===== src/rtl/seven_seg_pkg.sv =====
`default_nettype none
// ============================================================================
// Module   : seven_seg_pkg
// Purpose  : Shared scan-state encoding and display-off constants.
// Revision : 1.0
// ============================================================================
package seven_seg_pkg;

  typedef enum logic [0:0] {
    ST_GUARD = 1'b0,
    ST_SHOW  = 1'b1
  } scan_state_t;

  localparam logic [7:0] SEG_OFF = 8'hFF;

  // All-ones anode pattern for n digits, right-aligned in an 8-bit word.
  function automatic logic [7:0] AN_OFF(input int n);
    return 8'hFF >> (8 - n);
  endfunction

endpackage
`default_nettype wire


===== src/rtl/seven_seg_scan_ctrl_dec.sv =====
`default_nettype none
// ============================================================================
// Module   : valueToSevenSeg
// Purpose  : Hex nibble to active-low seven-segment pattern (g..a).
// Revision : 1.0
// ============================================================================
module valueToSevenSeg (
  input  logic [3:0] value,
  output logic [6:0] seg
);

  always_comb begin
    seg = 7'h7F;
    case (value)
      4'h0: seg = 7'h40;
      4'h1: seg = 7'h79;
      4'h2: seg = 7'h24;
      4'h3: seg = 7'h30;
      4'h4: seg = 7'h19;
      4'h5: seg = 7'h12;
      4'h6: seg = 7'h02;
      4'h7: seg = 7'h78;
      4'h8: seg = 7'h00;
      4'h9: seg = 7'h10;
      4'hA: seg = 7'h08;
      4'hB: seg = 7'h03;
      4'hC: seg = 7'h46;
      4'hD: seg = 7'h21;
      4'hE: seg = 7'h06;
      4'hF: seg = 7'h0E;
      default: seg = 7'h7F;
    endcase
  end

endmodule
`default_nettype wire


===== src/rtl/seven_seg_scan_ctrl.sv =====
`default_nettype none
// ============================================================================
// Module   : seven_seg_scan_ctrl
// Purpose  : Multiplexed seven-segment scanner with guard gaps, leading-zero
//            blanking and frame-synchronous (tear-free) data commit.
// Revision : 1.0
// ============================================================================
module seven_seg_scan_ctrl
  import seven_seg_pkg::*;
#(
  parameter int NUM_DIGITS   = 4,
  parameter int DWELL_CYCLES = 50000,
  parameter int GUARD_CYCLES = 500
) (
  input  logic                    clk,
  input  logic                    rst_n,
  input  logic                    enable,
  input  logic                    load,
  input  logic [4*NUM_DIGITS-1:0] value,
  input  logic [NUM_DIGITS-1:0]   dp_mask,
  input  logic                    lz_en,
  output logic                    load_ack,
  output logic [NUM_DIGITS-1:0]   an,
  output logic [7:0]              seg
);

  localparam int MAX_CYCLES = (DWELL_CYCLES > GUARD_CYCLES) ? DWELL_CYCLES : GUARD_CYCLES;
  localparam int CNT_W      = (MAX_CYCLES > 1) ? $clog2(MAX_CYCLES) : 1;
  localparam int IDX_W      = $clog2(NUM_DIGITS);

  localparam logic [CNT_W-1:0]      C_DWELL_LAST = CNT_W'(DWELL_CYCLES - 1);
  localparam logic [CNT_W-1:0]      C_GUARD_LAST = CNT_W'(GUARD_CYCLES - 1);
  localparam logic [IDX_W-1:0]      C_IDX_LAST   = IDX_W'(NUM_DIGITS - 1);
  localparam logic [NUM_DIGITS-1:0] C_AN_OFF     = NUM_DIGITS'(AN_OFF(NUM_DIGITS));

  scan_state_t             r_state;
  logic [CNT_W-1:0]        r_cnt;
  logic [IDX_W-1:0]        r_idx;
  logic [NUM_DIGITS-1:0]   r_an;
  logic [7:0]              r_seg;

  logic [4*NUM_DIGITS-1:0] r_val_pend;
  logic [NUM_DIGITS-1:0]   r_dp_pend;
  logic                    r_lz_pend;
  logic                    r_pend;
  logic [4*NUM_DIGITS-1:0] r_val_act;
  logic [NUM_DIGITS-1:0]   r_dp_act;
  logic                    r_lz_act;
  logic                    r_ack;

  logic [NUM_DIGITS-1:0]   w_zero_from;
  logic [3:0]              w_nibble;
  logic [6:0]              w_dec;
  logic                    w_blank;
  logic                    w_boundary;
  logic [NUM_DIGITS-1:0]   w_an_show;
  logic [7:0]              w_seg_show;

  // w_zero_from[k]: every nibble from digit k up to the leftmost is zero.
  for (genvar k = 0; k < NUM_DIGITS; k++) begin : g_lz
    assign w_zero_from[k] = (r_val_act[4*NUM_DIGITS-1:4*k] == '0);
  end

  assign w_nibble   = r_val_act[{r_idx, 2'b00} +: 4];
  assign w_blank    = r_lz_act && (r_idx != '0) && w_zero_from[r_idx];
  assign w_an_show  = w_blank ? C_AN_OFF : ~(NUM_DIGITS'(1) << r_idx);
  assign w_seg_show = w_blank ? SEG_OFF : {~r_dp_act[r_idx], w_dec};
  assign w_boundary = enable && (r_state == ST_SHOW) && (r_cnt == C_DWELL_LAST) &&
                      (r_idx == C_IDX_LAST);

  valueToSevenSeg u_dec (
    .value (w_nibble),
    .seg   (w_dec)
  );

  always_ff @(posedge clk or negedge rst_n) begin
    if (!rst_n) begin
      r_state <= ST_GUARD;
      r_cnt   <= '0;
      r_idx   <= '0;
      r_an    <= C_AN_OFF;
      r_seg   <= SEG_OFF;
    end else if (!enable) begin
      r_state <= ST_GUARD;
      r_cnt   <= '0;
      r_idx   <= '0;
      r_an    <= C_AN_OFF;
      r_seg   <= SEG_OFF;
    end else begin
      case (r_state)
        ST_GUARD: begin
          r_an  <= C_AN_OFF;
          r_seg <= SEG_OFF;
          if (r_cnt == C_GUARD_LAST) begin
            r_state <= ST_SHOW;
            r_cnt   <= '0;
          end else begin
            r_cnt <= r_cnt + 1'b1;
          end
        end
        ST_SHOW: begin
          r_an  <= w_an_show;
          r_seg <= w_seg_show;
          if (r_cnt == C_DWELL_LAST) begin
            r_state <= ST_GUARD;
            r_cnt   <= '0;
            r_idx   <= (r_idx == C_IDX_LAST) ? '0 : r_idx + 1'b1;
          end else begin
            r_cnt <= r_cnt + 1'b1;
          end
        end
        default: begin
          r_state <= ST_GUARD;
          r_cnt   <= '0;
          r_idx   <= '0;
          r_an    <= C_AN_OFF;
          r_seg   <= SEG_OFF;
        end
      endcase
    end
  end

  // A load on the boundary edge bypasses the pending register.
  always_ff @(posedge clk or negedge rst_n) begin
    if (!rst_n) begin
      r_val_pend <= '0;
      r_dp_pend  <= '0;
      r_lz_pend  <= 1'b0;
      r_pend     <= 1'b0;
      r_val_act  <= '0;
      r_dp_act   <= '0;
      r_lz_act   <= 1'b0;
      r_ack      <= 1'b0;
    end else begin
      r_ack <= 1'b0;
      if (w_boundary && load) begin
        r_val_act <= value;
        r_dp_act  <= dp_mask;
        r_lz_act  <= lz_en;
        r_pend    <= 1'b0;
        r_ack     <= 1'b1;
      end else if (w_boundary && r_pend) begin
        r_val_act <= r_val_pend;
        r_dp_act  <= r_dp_pend;
        r_lz_act  <= r_lz_pend;
        r_pend    <= 1'b0;
        r_ack     <= 1'b1;
      end else if (load) begin
        r_val_pend <= value;
        r_dp_pend  <= dp_mask;
        r_lz_pend  <= lz_en;
        r_pend     <= 1'b1;
      end
    end
  end

  assign an       = r_an;
  assign seg      = r_seg;
  assign load_ack = r_ack;

endmodule
`default_nettype wire


===== config.mk =====
export PLATFORM = sky130hd
export DESIGN_NAME = seven_seg_scan_ctrl
export DESIGN_NICKNAME = d
export VERILOG_FILES = /design/src/rtl/seven_seg_pkg.sv /design/src/rtl/seven_seg_scan_ctrl_dec.sv /design/src/rtl/seven_seg_scan_ctrl.sv
export SDC_FILE = /design/constraint.sdc
export NUM_CORES = 1
export LEC_CHECK = 0
export CORE_MARGIN = 2
export CORE_UTILIZATION = 42
export CTS_CLUSTER_DIAMETER = 120
export DETAILED_ROUTE_END_ITERATION = 8
export PLACE_DENSITY = 0.68
export SLEW_MARGIN = 40
export SYNTH_ARGS = -nofsm -noshare
export SYNTH_HDL_FRONTEND = slang
export SYNTH_SLANG_ARGS = --single-unit
export TNS_END_PERCENT = 1

===== constraint.sdc =====
create_clock -name clk -period 3.9 [get_ports clk]
set_clock_uncertainty 0.1 [all_clocks]
set_input_delay 0.78 -clock clk [delete_from_list [all_inputs] [get_ports clk]]
set_output_delay 0.78 -clock clk [all_outputs]
set_load 0.05 [all_outputs]

==> key figures <==
Worst setup path
  – Crit Path Class: input pin to flop
  – Crit-path cells: clkdlybuf4s50_1, and4_1, nand3_1, o22ai_1, a21oi_1
  – Critical path depth: 5
  – Max incr delay on CP: 0.60 ns
  – R2R Setup Slk: 1.29 ns
  – CP arrival: 2.77 ns
  – Worst path bufs/invs: 1
  – CP required: 4.01 ns
  – Delay-heaviest family, CP: simple AND/OR/NAND/NOR gates
  – Endpoint class of the critical path: flop
  – CP Max Fanout: 18
  – Reg2reg start: r_cnt[11]
  – FF-to-FF path depth: 5
  – CP Launch Point: enable
  – Capturing point of the worst reg2reg path: r_val_act[14]
  – Max stage delay cell, worst path: clkdlybuf4s50_1
  – Nature of the critical path startpoint: input pin

Power
  – Worst IR Drop VDD: 0.1770 mV
  – PD cells: 335.5 nW/µm²
  – Leak: 1.862 nW

Floorplanning
  – Core ar.: 8763 µm²
  – Initial Util: 43.68%
  – Die height: 99.46 µm
  – Row Count: 34
  – Die Width: 99.46 µm
  – Ports: 38
  – Die Area: 9892 µm²

Placed design
  – HPWL Detailed: 5441 µm
  – Worst slack at placement: 0.9227 ns
  – Final Wtd Congestion: 0.7819
  – Port buffer count: 37
  – Placed Area: 4234 µm²

Synthesis
  – Synthesized area: 3827 µm²
  – Yosys cell types: 42
  – Ys flop type: dfrtp_1
  – Syn Inst Count: 346
  – Seq/Total Area, Yosys: 49.43%
  – Synth warn: 0
  – Net Count, Synth: 383
  – Post-synth EDFFs: 0
  – Cell with the most instances after synthesis: dfrtp_1
  – Post-synth ARST share: 100.0%
  – Synth area leaders: dfrtp_1 (41%), dfstp_2 (8.2%), mux2_4 (7.8%)
  – Top cells by count, synth: dfrtp_1 (63), o22ai_1 (39), nor2_1 (33)
  – Post-synthesis register bit count: 75
  – Synth top area share: 41.19%
  – Syn avg cell area: 11.06 µm²
  – Post-synth top area cell: dfrtp_1

Final layout
  – FF+latch area: 1892 µm²
  – Diode count: 0
  – Area delta synth->final: 15.46%
  – Nets: 416
  – Fraction of layout cells with a size suffix above 1: 16.93%
  – Final Cell Area: 4419 µm²
  – Area occupied by multi-input gates: 1774 µm²
  – Fill cells: 796

Timing
  – Maximum clock frequency: 375.4 MHz
  – Setup tns final: 0 ns
  – Final Hold Violating Endpoints: 0
  – Setup violations, final: 0
  – Final max-slew violation count: 0
  – Worst-margin pin slew: 0.7597 ns
  – Period utilisation layout: 68.30%
  – Worst slew margin: 49.21%
  – WHS: 0.3324 ns
  – Final period demand of the worst path: 2.664 ns
  – Setup WS post-layout: 1.236 ns
  – RSZ-0062 raised after global routing: false

Detailed routing
  – Post-route ant nets: 0
  – Residual DRC: 0
  – Avg WL per Cell: 16.42 µm
  – Via count: 2,833
  – Initial DRC count: 213
  – Drt first pass iters: 5
  – Routed wire length: 8077 µm
  – Vias per inst: 5.758

GRT
  – Residual overflow from global routing: 0
  – First-pass GRT wire length: 13,690 µm
  – Pin count of the biggest net entering global routing: 33
  – Initial antenna violation count: 0
  – Vias in the first global route: 2,734
  – GRT Overall Usage: 17.35%

Clock tree
  – H-tree depth: 3
  – Worst-Skew Late Latency: 0.35 ns
  – Post-CTS sizing: 0
  – Clock transition at path regs: 0.09 ns
  – CTS Buffer Depth: 2
  – Clk sinks: 75
  – CTS tree: yes
  – Clock buffer count from CTS: 9
  – Clock root buffer: clkbuf_8
  – Hold Buf Count CTS: 0
  – Postcts setup bufs: 0

Outcome
  – Status: finished, final reports clean

Min path
  – HP Class: input pin to asynchronous set/reset pin

Job
  – Max-Cap Viols: 0
-- worst max-delay path by stage --
stage,end,slack (ns)
finish,r_val_act[14],1.24
global route,r_val_act[2],1.08
CTS,r_dp_pend[0],1.26
detailed placement,r_val_act[14],0.92
global placement,r_dp_pend[0],0.97
floorplan,r_dp_pend[1],1.63
-- flip-flops by register name, indices dropped and copies added, names as in the netlist --
register and cells:
r_cnt 16, r_val_act 16, r_val_pend 16, seg 8
an 4, r_dp_act 4, r_dp_pend 4, r_idx 2
load_ack 1, r_lz_act 1, r_lz_pend 1, r_pend 1
r_state 1
-- stage by stage --
| step | utilization, % | power (mW) | cells |
|---|---|---|---|
| global route | 50.43 | 1.541 | 492 |
| detailed placement | 48.32 | 0.9384 | 476 |
| CTS | 50.39 | 1.495 | 492 |
| global placement | 48.32 | 0.9366 | 476 |
| floorplan | - | 0.8859 | 346 |
| finish | 50.43 | 1.483 | 492 |
-- cell families after synthesis --
family,count (synthesis),synth area share (%)
flops,75,49.43
xor+xnor,16,3.661
simple gates,98,13.31
mux,33,12.36
compound gates,83,13.01
buf+inv,29,4.315
fa+ha+maj,12,3.923
-- layout make-up --
class                      count  area share (%)
sequential                    75           42.81
multi-input combinational    242           40.15
timing repair buffer          42           9.117
tap                          108           3.058
clock buffer                   9           2.803
clock inverter                 7           1.302
inverter                       9          0.7644
-- layout by cell type, fill, tap and decap left out, types with 4 or more instances in the layout --
cell type,n
dfstp_2,12
o22ai_1,39
mux2_2,4
mux2_4,20
buf_4,5
nand3_1,11
a21oi_1,26
nor2_1,33
o21ai_0,8
mux2i_1,5
dfrtp_1,63
nor3_1,4
clkbuf_8,9
nor4_1,5
nand2_1,17
nand4_1,6
clkdlybuf4s50_1,36
inv_1,9
inv_6,4
ha_1,12
xnor2_1,9
xor2_1,7
nor4b_1,4
-- worst register-to-register path, cell delays in order, from the launching register on --
cell	delay [ns]
dfrtp_1	0.45
nor4_1	0.52
and3_1	0.38
nand3_1	0.60
o22ai_1	0.32
a21oi_1	0.11
-- where the power goes --
group / leakage (nW) / switching (mW) / internal [mW]
clock network: 0.0833 / 0.320 / 0.240
registers: 0.951 / 0.0151 / 0.802
logic: 0.828 / 0.0449 / 0.0610
-- metal layers --
layer / track usage (%) / part of all wire [%] / vias to the layer above
met5: 0 / 0 / -
met3: 3.233 / 4.5 / 11
li1: - / - / 1343
met4: 5.796 / 1.6 / 0
met1: 25.66 / 50 / 1393
met2: 25.78 / 44 / 86
No activity file was read; power rests on OpenSTA's default activity.
